`src/rtl/seq_detect_moore_p.sv`:
```
// Parametrised Moore serial-pattern detector.
// The detector watches a serial bit stream and raises a registered flag z on
// the edge that accepts the final bit of a runtime-loadable pattern. Pattern,
// length and overlap mode can be reloaded while running. A saturating counter
// tallies matches.
//
// The detector "state" is the tuple (fill, hist, z) rather than an enumerated
// FSM. A pattern of up to PAT_W bits would otherwise need a state table that
// changes whenever the pattern is reloaded, so the history shift register
// replaces that table.
module seq_detect_moore_p #(
  parameter int                PAT_W       = 8,
  parameter int                LEN_W       = 4,
  parameter int                CNT_W       = 8,
  parameter logic [PAT_W-1:0]  DEF_PATTERN = PAT_W'(8'b0000_1101),
  parameter logic [LEN_W-1:0]  DEF_LEN     = LEN_W'(4),
  parameter logic              DEF_OVERLAP = 1'b1
) (
  input  logic             clk,
  input  logic             rst,          // asynchronous, active low
  input  logic             en,
  input  logic             a,
  input  logic             cfg_load,
  input  logic [PAT_W-1:0] cfg_pattern,
  input  logic [LEN_W-1:0] cfg_len,
  input  logic             cfg_overlap,
  input  logic             clr_cnt,
  output logic             z,
  output logic [CNT_W-1:0] match_cnt,
  output logic [LEN_W-1:0] fill
);

  // ---------------------------------------------------------------------------
  // State
  // ---------------------------------------------------------------------------
  // Configuration registers.
  logic [PAT_W-1:0] pat_q, pat_d;
  logic [LEN_W-1:0] len_q, len_d;
  logic             ovl_q, ovl_d;

  // Detector state. The history keeps only PAT_W-1 past bits. The candidate
  // window is those bits plus the bit arriving now, so the oldest bit of a
  // full-width window is never needed after the edge that uses it.
  logic [PAT_W-2:0] hist_q, hist_d;
  logic [LEN_W-1:0] fill_q, fill_d;
  logic             z_q,    z_d;

  // Match counter.
  logic [CNT_W-1:0] cnt_q,  cnt_d;

  // ---------------------------------------------------------------------------
  // Combinational helpers
  // ---------------------------------------------------------------------------
  logic [PAT_W-1:0] len_mask;   // ones in bit positions [len-1:0]
  logic [PAT_W-1:0] nh;         // candidate window including the incoming bit
  logic [LEN_W-1:0] nf;         // fill count if this bit is accepted
  logic             m;          // window matches the pattern
  logic             cfg_ok;     // requested length lies in 1..PAT_W
  logic             take_bit;   // this edge consumes a
  logic             cnt_sat;    // counter is at its maximum value

  // Build the significance mask, the candidate window and the match decision.
  always_comb begin
    // NOTE: every variable assigned in an always_comb gets a value on every
    // path (defaults first). Otherwise a latch is inferred.
    len_mask = '0;
    for (int i = 0; i < PAT_W; i++) begin
      len_mask[i] = (LEN_W'(i) < len_q);
    end

    nh = {hist_q, a};

    if (fill_q < len_q) begin
      nf = fill_q + LEN_W'(1);
    end else begin
      nf = len_q;
    end

    // Only pat[len-1:0] and nh[len-1:0] matter. The mask hides the rest.
    m = (nf == len_q) && (((nh ^ pat_q) & len_mask) == '0);

    cfg_ok   = (cfg_len != '0) && (cfg_len <= LEN_W'(PAT_W));
    take_bit = en && !cfg_load;
    cnt_sat  = &cnt_q;
  end

  // Next-state logic. Configuration load takes priority over bit acceptance.
  // Idle edges hold everything.
  always_comb begin
    pat_d  = pat_q;
    len_d  = len_q;
    ovl_d  = ovl_q;
    hist_d = hist_q;
    fill_d = fill_q;
    z_d    = z_q;

    if (cfg_load) begin
      // A rejected load leaves configuration and detector state untouched.
      // The bit offered on this edge is dropped in either case.
      if (cfg_ok) begin
        pat_d  = cfg_pattern;
        len_d  = cfg_len;
        ovl_d  = cfg_overlap;
        hist_d = '0;
        fill_d = '0;
        z_d    = 1'b0;
      end
    end else if (en) begin
      hist_d = nh[PAT_W-2:0];
      z_d    = m;
      // In non-overlap mode a match invalidates the history, so the next
      // match needs a complete fresh pattern.
      if (m && !ovl_q) begin
        fill_d = '0;
      end else begin
        fill_d = nf;
      end
    end
  end

  // Counter next value. A clear wins over a coincident match.
  always_comb begin
    cnt_d = cnt_q;
    if (clr_cnt) begin
      cnt_d = '0;
    end else if (take_bit && m && !cnt_sat) begin
      cnt_d = cnt_q + CNT_W'(1);
    end
  end

  // State register with asynchronous active-low reset.
  always_ff @(posedge clk or negedge rst) begin
    // NOTE: sequential state uses non-blocking assignments so that every
    // flop samples the pre-edge values regardless of statement order.
    if (!rst) begin
      // Reset clears all state, including the history shift register. The
      // history is a few flops, not a memory array, and it must read as zero
      // so no stale bits can form a match after reset.
      pat_q  <= DEF_PATTERN;
      len_q  <= DEF_LEN;
      ovl_q  <= DEF_OVERLAP;
      hist_q <= '0;
      fill_q <= '0;
      z_q    <= 1'b0;
      cnt_q  <= '0;
    end else begin
      pat_q  <= pat_d;
      len_q  <= len_d;
      ovl_q  <= ovl_d;
      hist_q <= hist_d;
      fill_q <= fill_d;
      z_q    <= z_d;
      cnt_q  <= cnt_d;
    end
  end

  // Outputs come straight from flops, with no path from a or en.
  assign z         = z_q;
  assign match_cnt = cnt_q;
  assign fill      = fill_q;

endmodule

```
`config.mk`:
```
export PLATFORM = sky130hd
export DESIGN_NAME = seq_detect_moore_p
export DESIGN_NICKNAME = d
export VERILOG_FILES = /design/src/rtl/seq_detect_moore_p.sv
export SDC_FILE = /design/constraint.sdc
export NUM_CORES = 1
export LEC_CHECK = 0
export ABC_AREA = 1
export BUFFER_PORTS_ARGS = -buffer_cell sky130_fd_sc_hd__buf_2
export CORE_ASPECT_RATIO = 1.5
export CORE_UTILIZATION = 51
export CTS_CLUSTER_SIZE = 25
export DETAILED_ROUTE_END_ITERATION = 10
export HOLD_SLACK_MARGIN = 0.02
export PLACE_DENSITY = 0.73
export SETUP_SLACK_MARGIN = 0.02
export SLEW_MARGIN = 10
export SYNTH_ARGS = -nofsm -noshare
export SYNTH_HDL_FRONTEND = slang
export SYNTH_SLANG_ARGS = --single-unit
```
`constraint.sdc`:
```
create_clock -name clk -period 1.93 [get_ports clk]
set_input_delay 0 -clock clk [delete_from_list [all_inputs] [get_ports clk]]
set_output_delay 0 -clock clk [all_outputs]
set_load 0.02 [all_outputs]
```
# Word-level counts from Yosys, hierarchy flattened
# Cells that the tools add are included.
[word_totals]
reg_bits = 33
inputBits = 19
word_cells = 52
[op_classes]
reduce_logical = 16
eq_ne = 2
add_sub_neg = 2
n_lt_le_gt_ge = 10
muxes = 13
bitwise_logic = 2
[op_table]
columns = ["op", "count"]
rows = [
  ["7-bit two-way mux", 3],
  ["4-bit two-way mux", 5],
  ["3-bit by 4-bit < comparator with 1-bit output (first input constant)", 4],
  ["8-bit two-way mux", 2],
  ["8-bit by 1-bit adder with 8-bit output (second input constant)", 1],
  ["8-bit AND", 1],
  ["8-bit zero test", 1],
  ["1-bit by 4-bit < comparator with 1-bit output (first input constant)", 2],
  ["2-bit by 4-bit < comparator with 1-bit output (first input constant)", 2],
  ["8-bit AND reduction", 1],
  ["8-bit bitwise XOR", 1],
  ["1-bit logical AND", 6],
  ["4-bit by 1-bit adder with 4-bit output (second input constant)", 1],
  ["4-bit == test", 1],
  ["4-bit less-or-equal comparator (second input constant)", 1],
  ["4-bit < comparator", 1],
  ["2-bit AND reduction", 2],
  ["2-bit nonzero test", 2],
  ["4-bit nonzero test", 1],
  ["1-bit zero test", 3],
  ["1-bit two-way mux", 3],
  ["2-bit by 1-bit inequality test with 1-bit output (second input constant)", 1],
]

# Depth between registers and ports, before layout
# Gate-level depths: netlist of the first run.
[depth]
ltp_word = 8
ltp_mapped = 12
depth_no_buf = 12

# Worst setup path after synthesis of the first run
# OpenSTA, ideal clock, no wires.
[synth_path]
path_kind = "reg-to-reg"
startpoint = "reg fill_q[3] (netlist: fill[3])"
endpoint = "reg cnt_q[2] (netlist: match_cnt[2])"
n_path_buf = 0
path_stages_with_launch = 11
t_required_ns = 1.811
period_less_slack_ns = 1.984
t_arrival_ns = 1.866
slack_ns = -0.054
path_cell_list = "dfrtp_1 > ha_1 > a21oi_2 > a21boi_4 > nand2_1 > nand2_1 > nor2_4 > nand3_4 > nand2_8 > nand2_2 > nand2_1"
[synth_via]
elab_chain_cells = 7
elab_cells_between_ends = 8
classes_between = "add/sub (1); order compare (1); eq/ne (1); mux (1); reduce/logical (4)"
[synth_lines]
columns = ["element", "line_no", "rtl"]
rows = [
  ["from (decl)", "45", "logic [LEN_W-1:0] fill_q, fill_d;"],
  ["from (signal assigned)", "151", "fill_q <= fill_d;"],
  ["4-bit by 1-bit adder with 4-bit output or 4-bit < comparator (tied branches)", "74, 73", ""],
  ["4-bit two-way mux (*)", "73", "if (fill_q < len_q) begin"],
  ["4-bit == test (*)", "80", "m = (nf == len_q) && (((nh ^ pat_q) & len_mask) == '0);"],
  ["1-bit logical AND (*)", "80", ""],
  ["1-bit logical AND (*) (2 in a row)", "126", "end else if (take_bit && m && !cnt_sat) begin"],
  ["2-bit nonzero test (no source line) (*)", "n/a", ""],
  ["to (signal assigned)", "153", "cnt_q <= cnt_d;"],
  ["to (decl)", "49", "logic [CNT_W-1:0] cnt_q, cnt_d;"],
]
# Mark *: on every way between the ends. The rest lies on a longest branch, timed or not.
# A chain may end at the register's enable or synchronous reset.

# Worst setup path after layout of the first run
[layout_path]
startpoint = "reg len_q[2]"
endpoint = "reg cnt_q[2] (netlist: match_cnt[2])"
[layout_via]
elab_chain_cells = 7
elab_cells_between_ends = 17
classes_between = "order compare (9); eq/ne (1); mux (1); bitwise (1); reduce/logical (5)"
[layout_lines]
columns = ["element", "line_no", "rtl"]
rows = [
  ["from (decl)", "38", "logic [LEN_W-1:0] len_q, len_d;"],
  ["from (signal assigned)", "148", "len_q <= len_d;"],
  ["4-bit < comparator (tied with other cells)", "73", ""],
  ["4-bit two-way mux or 8-bit AND (tied branches)", "73, 80", ""],
  ["4-bit == test or 8-bit zero test (tied branches)", "80", ""],
  ["1-bit logical AND (*)", "80", ""],
  ["1-bit logical AND (*) (2 in a row)", "126", ""],
  ["2-bit nonzero test (no source line) (*)", "n/a", ""],
]
# Marked as above.

==> run summary, run 1 <==
The warning count from the yosys run is 0. The initial antenna violation count came to 0. The antenna diode instance count is 0. The synthesized netlist contains 31 unique library cells. In this design, the stage delay of the slowest critical-path cell is between 0.5 and 0.6 ns.

In the final layout, flip-flops and latches occupy ~830 sq um. The path class of the tightest hold or removal check is in -> reg. The die outline area came out at 4150 sq um. The clock network power share came out at 19.9%. In the final routed layout, each cell accounts on average for around 13 um.

The maximum clock insertion buffer count is 2. In this design, the largest share of critical-path delay is due to simple AND/OR/NAND/NOR gates. The total length of routed wires is 4.65 mm. The average cell area after synthesis is 7.70 sq um. The leftover overflow at the end of global routing is 0. In this run the remaining antenna-violating nets after routing total 0.

The die is 52.9 um wide. The slowest stage of the critical path belongs to the cell sky130_fd_sc_hd__dfstp_2. The flow ran to the end, and the final reports show no timing, DRC or antenna violations.

The first global-routing pass estimated 8.02 mm of wire. Setup slack closes at slightly below 0.07 ns. By instance count, the cell type seen most on the critical path is sky130_fd_sc_hd__nand2_4.

The number of endpoints with negative hold slack in the final report is 0. Across all layers, the routed design uses 1,864 vias. The worst register-to-register path has a setup slack of 0.07 ns. The cell count of the worst reg-to-reg path is 12. In the layout the commonest cells are sky130_fd_sc_hd__nand2_1 (77), sky130_fd_sc_hd__buf_2 (31), sky130_fd_sc_hd__inv_1 (30). The cell-internal power is 1530 uW. Of all cell types, the one taking the most synthesized area is sky130_fd_sc_hd__dfrtp_1.

The count of H-tree levels built during CTS came out at 2. Setup repair after global routing could not meet its margin everywhere. The remaining routing DRC violations came out at 0. The final cycle utilization of the critical path is 96.5%. The initial standard-cell utilization of the core came out at 53.9%. Clock-pin slew was measured on the worst setup and hold paths at around 0.07 ns. Relative to the synthesized area, the layout overhead comes to 29.4%.

The largest vdd supply drop is 0.810 mV. In this run the count of I/O pins placed on the die edge is 32. CTS placed an instance of sky130_fd_sc_hd__clkbuf_8 at the clock tree root. The hold path depth is 4.

The switching part of the total is around two fifths. The combinational share of power came out at 45.4%. The share of the Yosys chip area taken by registers is 41.9%.

Before CTS, the worst setup slack after placement is between 0.0015 and 0.002 ns. Once placement completed, the tool counted placed cells totaling roughly 340. The final max-slew violation count came out at 0. The total power consumption of the routed design is 2540 uW. The analysis attributes to net switching a power of 1010 uW. For the final routed database, the setup TNS stands at 0 ns. Setup violations remaining at the end of the flow were counted as 0. The number of fill cells came out at 313. The signal on the critical path passes through inv_2 > ha_4 > nand2_4 > inv_4 > nand2_4 > nand4_1 > nand3_2 > nor2_4 > nand3_4 > nand2_8 > nand2_2 > nand2_1.

The instance count of the mapped netlist is 258. The power per standard cell area is 988 nW/um^2. The maximum operating frequency is roughly 540 MHz. The final RePlAce weighted congestion is slightly above 0.8.

Sequential cells burn 34.8% of the power. The finished layout holds 363 standard cells, fillers aside. STA puts the critical path data required time at 2.16 ns. The number of nets in the final layout came out at 343. The number of nets handed over by synthesis was about 280.

The violation count after the first detailed-routing iteration is 29. The clock insertion delay at the later pin of the skew report is 0.29 ns. The worst register-to-register path ends at match_cnt[2].

The sink count of the clock tree is 33. The endpoint of the worst hold-timing path is match_cnt[1]. The launch point of the worst hold path is clr_cnt. The launching element type of the critical path is a flip-flop.

The number of maximum-capacitance constraint violations came out at 0. Once detailed placement completed, the half-perimeter wirelength came to 3.19 mm. The area of combinational cells with multiple inputs is 1080 sq um.

The post-layout utilization of the core is 69.8%. The critical path data arrival time is approximately 2.1 ns. The final period demand of the worst path came out at between 1.5 and 2 ns.

The count of input and output buffers is 31. The post-synthesis sequential element count came out at 33. The highest fanout seen on the critical path came out at 8. The total stage count of the critical path came out at 12. In this run the tightest slew margin relative to its limit is 50.1%. The clock tree skew after final layout came out at 0.00473 ns.

STA classifies the critical path endpoint as a flip-flop. Before antenna repair, the detailed router went through 4 iterations. The measured slew at the worst slew-check pin is roughly 0.75 ns. The number of global-route vias before repair is 1,886. The die span in y is between 70 and 80 um. In the routed layout, each cell is associated on average with a via count of about 5.1. The worst setup path is of the reg -> reg kind.

The startpoint identified for the worst register-to-register timing path is len_q[2]. The global routing usage summed across all routing layers is 26.2%. The floorplan row count is 27. Leaving out fill and tap cells, the most frequent cell in the layout is sky130_fd_sc_hd__nand2_1. The critical path contains buffers and inverters numbering 2 combined.

In this run the standard cell core region covers 3680 sq um. The top-area cell type share of the netlist area came out at 35.3%. The total leakage power is 0.00135 uW.

The largest net degree at the start of global routing came out at 34. TritonCTS built the clock tree. The total standard cell area after synthesis came out at 1990 sq um. Buffers inserted during clock tree synthesis total 5. The fraction of layout instances using a drive strength above 1 is between 20% and 30%. After synthesis, the cell types taking the most area are sky130_fd_sc_hd__dfrtp_1 (35%), sky130_fd_sc_hd__nand2_1 (16%), sky130_fd_sc_hd__dfstp_2 (6.6%), sky130_fd_sc_hd__inv_1 (5.7%), sky130_fd_sc_hd__nand3_1 (4.5%).
## layer usage
| layer | global-route usage (%) | vias up | part of all wire (%) |
|---|---|---|---|
| li1 | - | 948 | - |
| met4 | 12.9 | 0 | 2.6 |
| met3 | 5.43 | 12 | 3.4 |
| met1 | 29.5 | 864 | 41 |
| met5 | 0 | - | 0 |
| met2 | 44.9 | 40 | 53 |
## through the flow
| stage | area (sq um) | hold WS [ns] |
|---|---|---|
| after global routing | 2570 | 0.122 |
| after detailed placement | 2280 | 0.107 |
| after CTS | 2540 | 0.0408 |
| final | 2570 | 0.0975 |
| after global placement | 2280 | 0.106 |
| after floorplan | 2010 | -0.296 |
## cell families after synthesis
kind of cell | after synthesis | share of synthesized area (%)
xor gates and xnor gates | 9 | 3.97
adders and majority gates | 5 | 3.15
AOI/OAI and AO/OA | 26 | 7.81
buffers and inverters | 39 | 7.56
and+or+nand+nor | 146 | 35.6
DFF | 33 | 41.9
## synthesized netlist by cell type
library cell and count:
sky130_fd_sc_hd__nand2_1 84, sky130_fd_sc_hd__inv_1 30, sky130_fd_sc_hd__dfrtp_1 28, sky130_fd_sc_hd__nand3_1 18
sky130_fd_sc_hd__o21ai_0 14, sky130_fd_sc_hd__nor2_1 12, sky130_fd_sc_hd__nand2_2 9, sky130_fd_sc_hd__nand4_1 7
sky130_fd_sc_hd__dfstp_2 5, sky130_fd_sc_hd__ha_1 5, sky130_fd_sc_hd__o22ai_1 5, sky130_fd_sc_hd__xor2_1 5
sky130_fd_sc_hd__inv_2 4, sky130_fd_sc_hd__xnor2_1 4, sky130_fd_sc_hd__a21oi_1 3, sky130_fd_sc_hd__clkbuf_1 3
sky130_fd_sc_hd__nand3_2 3, sky130_fd_sc_hd__nor3_1 3, sky130_fd_sc_hd__nand2_4 2, sky130_fd_sc_hd__nand3b_1 2
sky130_fd_sc_hd__nor2_4 2, sky130_fd_sc_hd__a21boi_4 1, sky130_fd_sc_hd__a21oi_2 1, sky130_fd_sc_hd__a31oi_1 1
sky130_fd_sc_hd__buf_4 1, sky130_fd_sc_hd__clkinv_1 1, sky130_fd_sc_hd__nand2_8 1, sky130_fd_sc_hd__nand3_4 1
sky130_fd_sc_hd__nor2_2 1, sky130_fd_sc_hd__nor3b_1 1, sky130_fd_sc_hd__o21ai_1 1
## state kept, by name, indices dropped and copies added, names as in the netlist
register / count
fill: 4
hist_q: 7
len_q: 4
match_cnt: 8
ovl_q: 1
pat_q: 8
z: 1
## power groups by stage
stage                     clock [uW]  combinational (uW)  sequential (uW)
after detailed placement           0                1050              898
after global routing             540                1270              896
after floorplan                    0                 692              946
after CTS                        519                1100              885
after global placement             0                1030              895
final                            505                1150              883
## worst reg2reg max path, stage by stage (launching register included)
cell                      delay (ns)
sky130_fd_sc_hd__dfstp_2        0.54
sky130_fd_sc_hd__inv_2          0.05
sky130_fd_sc_hd__ha_4           0.26
sky130_fd_sc_hd__nand2_4        0.04
sky130_fd_sc_hd__inv_4          0.07
sky130_fd_sc_hd__nand2_4        0.06
sky130_fd_sc_hd__nand4_1        0.09
sky130_fd_sc_hd__nand3_2        0.10
sky130_fd_sc_hd__nor2_4         0.16
sky130_fd_sc_hd__nand3_4        0.15
sky130_fd_sc_hd__nand2_8        0.16
sky130_fd_sc_hd__nand2_2        0.06
sky130_fd_sc_hd__nand2_1        0.06
## how the worst max path moves through the flow
stage | start | to | slack [ns]
global placement | len_q[2] | match_cnt[0] | 0.03
global route | len_q[2] | match_cnt[2] | -0.03
floorplan | len_q[2] | match_cnt[2] | 0.03
finish | len_q[2] | match_cnt[2] | 0.07
detailed placement | len_q[2] | match_cnt[0] | 0.002
CTS | len_q[2] | match_cnt[0] | 0.03
## repair_timing
action,in CTS,in global routing
resized for setup,1,10
gates cloned,1,0
pin swaps,7,13
hold buffers,14,0
buffers inserted,2,0
setup endpoints to repair,8,19
endpoints found under the hold margin,41,0
## area by class of cell
class / count / share of cell area, %
Inverter: 35 / 5.21
Clock inverter: 2 / 0.389
Clock buffer: 6 / 2.82
Timing Repair Buffer: 57 / 15.0
Multi-Input combinational cell: 187 / 42.1
Sequential cell: 33 / 32.4
Tap cell: 43 / 2.09
No activity file was read; power rests on OpenSTA's default activity.
==> run 2: changes to the inputs <==
--- a/config.mk
+++ b/config.mk
@@ -7,6 +7,7 @@
 export LEC_CHECK = 0
 export ABC_AREA = 1
 export BUFFER_PORTS_ARGS = -buffer_cell sky130_fd_sc_hd__buf_2
+export CAP_MARGIN = 20
 export CORE_ASPECT_RATIO = 1.5
 export CORE_UTILIZATION = 51
 export CTS_CLUSTER_SIZE = 25
==> constraint.sdc (replaced) <==
create_clock -name clk -period 1.7 [get_ports clk]
set_input_delay 0 -clock clk [delete_from_list [all_inputs] [get_ports clk]]
set_output_delay 0 -clock clk [all_outputs]
set_load 0.02 [all_outputs]
==> run 2 against run 1 <==
  * Global-route usage decreased by 0.23 points
  * Wire length shrank 0.54%
  * Die area did not move
  * The run now ends with setup timing left
  * Non-clock buffer count up 4
  * Clock-buffer cell count increased by 1
==> run summary, run 2 (synthesized netlist as in run 1, its figures left out) <==
The flow ran to the end, but the final reports show violations. The checks that failed: setup timing. The top-level I/O count came out at 32 (unchanged). STA classifies the critical path startpoint as a flip-flop. Leaving out fill and tap cells, the most frequent cells in the layout are sky130_fd_sc_hd__nand2_1 (80), sky130_fd_sc_hd__buf_2 (31), sky130_fd_sc_hd__inv_1 (30).

The final cycle utilization of the critical path is 110% (+14 points). The worst setup slack before clock tree synthesis came out at -0.182 ns (-0.184 ns). The post-detailed-route wirelength per cell came to 12.6 um (-1.6%). The remaining routing DRC violations came out at 0 (unchanged). The via-per-instance ratio came to 5.09 (-0.93%). The met1 demand-to-capacity share in global routing is 29.2% (-0.24 points). The final period demand of the worst path was 1.87 ns (+0.0109 ns). The final max-slew violation count came out at 0 (unchanged). The post-layout utilization of the core came out at 70.8% (+0.99 points). The global-route wire length before repair is 7.88 mm (-1.8%).

The clock insertion delay at the later pin of the skew report is 0.29 ns (about the same). The total leakage power came out at 0.00138 uW (+1.7%). The total length of routed wires is 4.62 mm (-0.54%). The total area of sequential cells is 833 sq um (unchanged).

The floorplan row count came out at 27 (unchanged). The sink count of the clock tree came to 33 (unchanged). The root buffer cell chosen for the clock tree is sky130_fd_sc_hd__clkbuf_8. The power per standard cell area came out at 1150 nW/um^2 (+16%). The antenna violation net count after detailed routing was 0 (unchanged).

The clock-pin slew of the registers on the worst-case setup and hold paths came out at 0.08 ns (about the same). The antenna diode instance count came out at 0 (unchanged). The largest vdd supply drop is 0.963 mV (+19%). The violation count after the first detailed-routing iteration is 36 (+24%).

The required time at the worst-slack endpoint came out at 1.93 ns (-0.23 ns). The critical path data arrival time was 2.10 ns (about the same). The commonest non-fill, non-tap cell in the layout is sky130_fd_sc_hd__nand2_1. The number of fill cells came out at 312 (-0.32%). The count of endpoints failing setup in the final report is 12 (+12).

The die outline area is 4150 sq um (unchanged). The layer flagged by global routing as most heavily used is met2. The initial antenna violation count is 0 (unchanged). The total core area is 3680 sq um (unchanged). The count of input and output buffers came to 31 (unchanged). The TritonCTS clock tree is yes.

The final RePlAce weighted congestion is 0.910 (+13%). The global routing met3 resource utilization is 5.04% (-0.39 points). The clock tree skew after final layout is 0.0108 ns (+0.00612 ns). The maximum operating frequency came out at 534 MHz (-0.58%).

The area growth from synthesis to layout came out at 31.3%. The total placed cells including tap cells was 344 (+1.5%). The global routing usage on met2 came to 45.1% (+0.13 points). The final HPWL from detailed placement came to 3.30 mm (+3.4%).

The number of global-route vias before repair is 1,902 (+0.85%). The maximum clock insertion buffer count came out at 2 (unchanged). The horizontal die dimension came out at 52.9 um (unchanged). The die span in y is 78.4 um (unchanged). The kind of end point of the critical path is a flip-flop. The area of combinational cells with multiple inputs is 1070 sq um (-1.4%). The number of nets in the final layout came out at 347 (+1.2%). The leftover overflow at the end of global routing was 0 (unchanged). The number of maximum-capacitance constraint violations was 0 (unchanged).

The number of endpoints with negative hold slack in the final report is 0 (unchanged). The number of CTS-inserted buffers is 5 (unchanged). In this run the worst hold path is classified as in -> reg. The global routing usage summed across all routing layers came out at 25.9% (-0.23 points). The vias after detailed routing is 1,867 (+0.16%). The initial standard-cell utilization of the core came out at 53.9% (unchanged).

The highest fanout seen on the critical path came to 8 (unchanged). The largest net degree at the start of global routing came out at 34 (unchanged). The count of placed standard cells in the final layout, fillers left out came to 367 (+1.1%).

The number of detailed-route iterations in the first pass is 4 (unchanged). The accumulated negative setup slack was -1.81 ns (-1.81 ns). The measured slew at the worst slew-check pin came to 0.742 ns (-0.00632 ns).

The tightest slew margin relative to the limit is 50.5% (+0.42 points). The fraction of layout instances using a drive strength above 1 came out at 29.0% (+0.26 points). The final setup slack of the worst path came out at -0.173 ns (-0.241 ns).

The count of H-tree levels built during CTS came out at 2 (unchanged). Setup repair after global routing could not meet its margin everywhere. The worst setup path is of the reg -> reg kind.
-- run 2: power by group --
part | switching [uW] | internal [uW] | total, uW
registers | 91.6 | 904 | 996
clock network | 294 | 366 | 660
logic | 765 | 565 | 1330
-- run 2: critical path: stages, from the launching register on --
cell                      delay, ns
sky130_fd_sc_hd__dfstp_2       0.56
sky130_fd_sc_hd__inv_4         0.04
sky130_fd_sc_hd__ha_4          0.26
sky130_fd_sc_hd__nand2_4       0.04
sky130_fd_sc_hd__inv_4         0.06
sky130_fd_sc_hd__nand2_4       0.06
sky130_fd_sc_hd__nand4_1       0.09
sky130_fd_sc_hd__nand3_2       0.10
sky130_fd_sc_hd__nor2_4        0.19
sky130_fd_sc_hd__nand3_4       0.15
sky130_fd_sc_hd__nand2_8       0.14
sky130_fd_sc_hd__nand2_2       0.06
sky130_fd_sc_hd__nand2_2       0.05
-- run 2: stage by stage --
stage / area (sq um) / power (uW) / hold WS (ns)
5_1_grt: 2610 / 3190 / 0.126
6_report: 2610 / 2990 / 0.0602
2_1_floorplan: 2030 / 1880 / -0.296
3_3_place_gp: 2340 / 2230 / 0.102
4_1_cts: 2590 / 2980 / 0.0480
3_5_place_dp: 2340 / 2260 / 0.109
-- run 2: per-layer routing --
metal / vias up / part of all wire (%)
met5: - / 0
met4: 0 / 3.1
met1: 859 / 41
met3: 13 / 2.7
met2: 41 / 53
li1: 954 / -
-- run 2: area by class of cell --
type	count	area share, %
clock buffers	7	3.70
well taps	43	2.06
flip-flops and latches	33	32.0
multi-input cells	187	40.9
repair buffers	61	15.9
inverters	35	5.23
clock inverters	1	0.192
-- run 2: repair_timing --
item / in CTS / in global routing
hold buffers: 14 / 0
resized for setup: 1 / 4
endpoints found under the setup margin: 12 / 13
pin swaps: 5 / 11
gates cloned: 1 / 0
hold endpoints to repair: 41 / 0
buffers inserted: 0 / 0
-- run 2: final timing paths --
check                      startpoint  cells after the start           end  slack (ns)
min                        cfg_len[3]                      5      len_q[3]        0.06
max reg2reg                  len_q[2]                     12  match_cnt[2]       -0.17
min reg2reg                  pat_q[3]                      2      pat_q[3]        0.48
min in group asynchronous         rst                      2      pat_q[1]        0.32
max in group asynchronous         rst                      2       fill[3]        0.86
max                          len_q[2]                     12  match_cnt[2]       -0.17
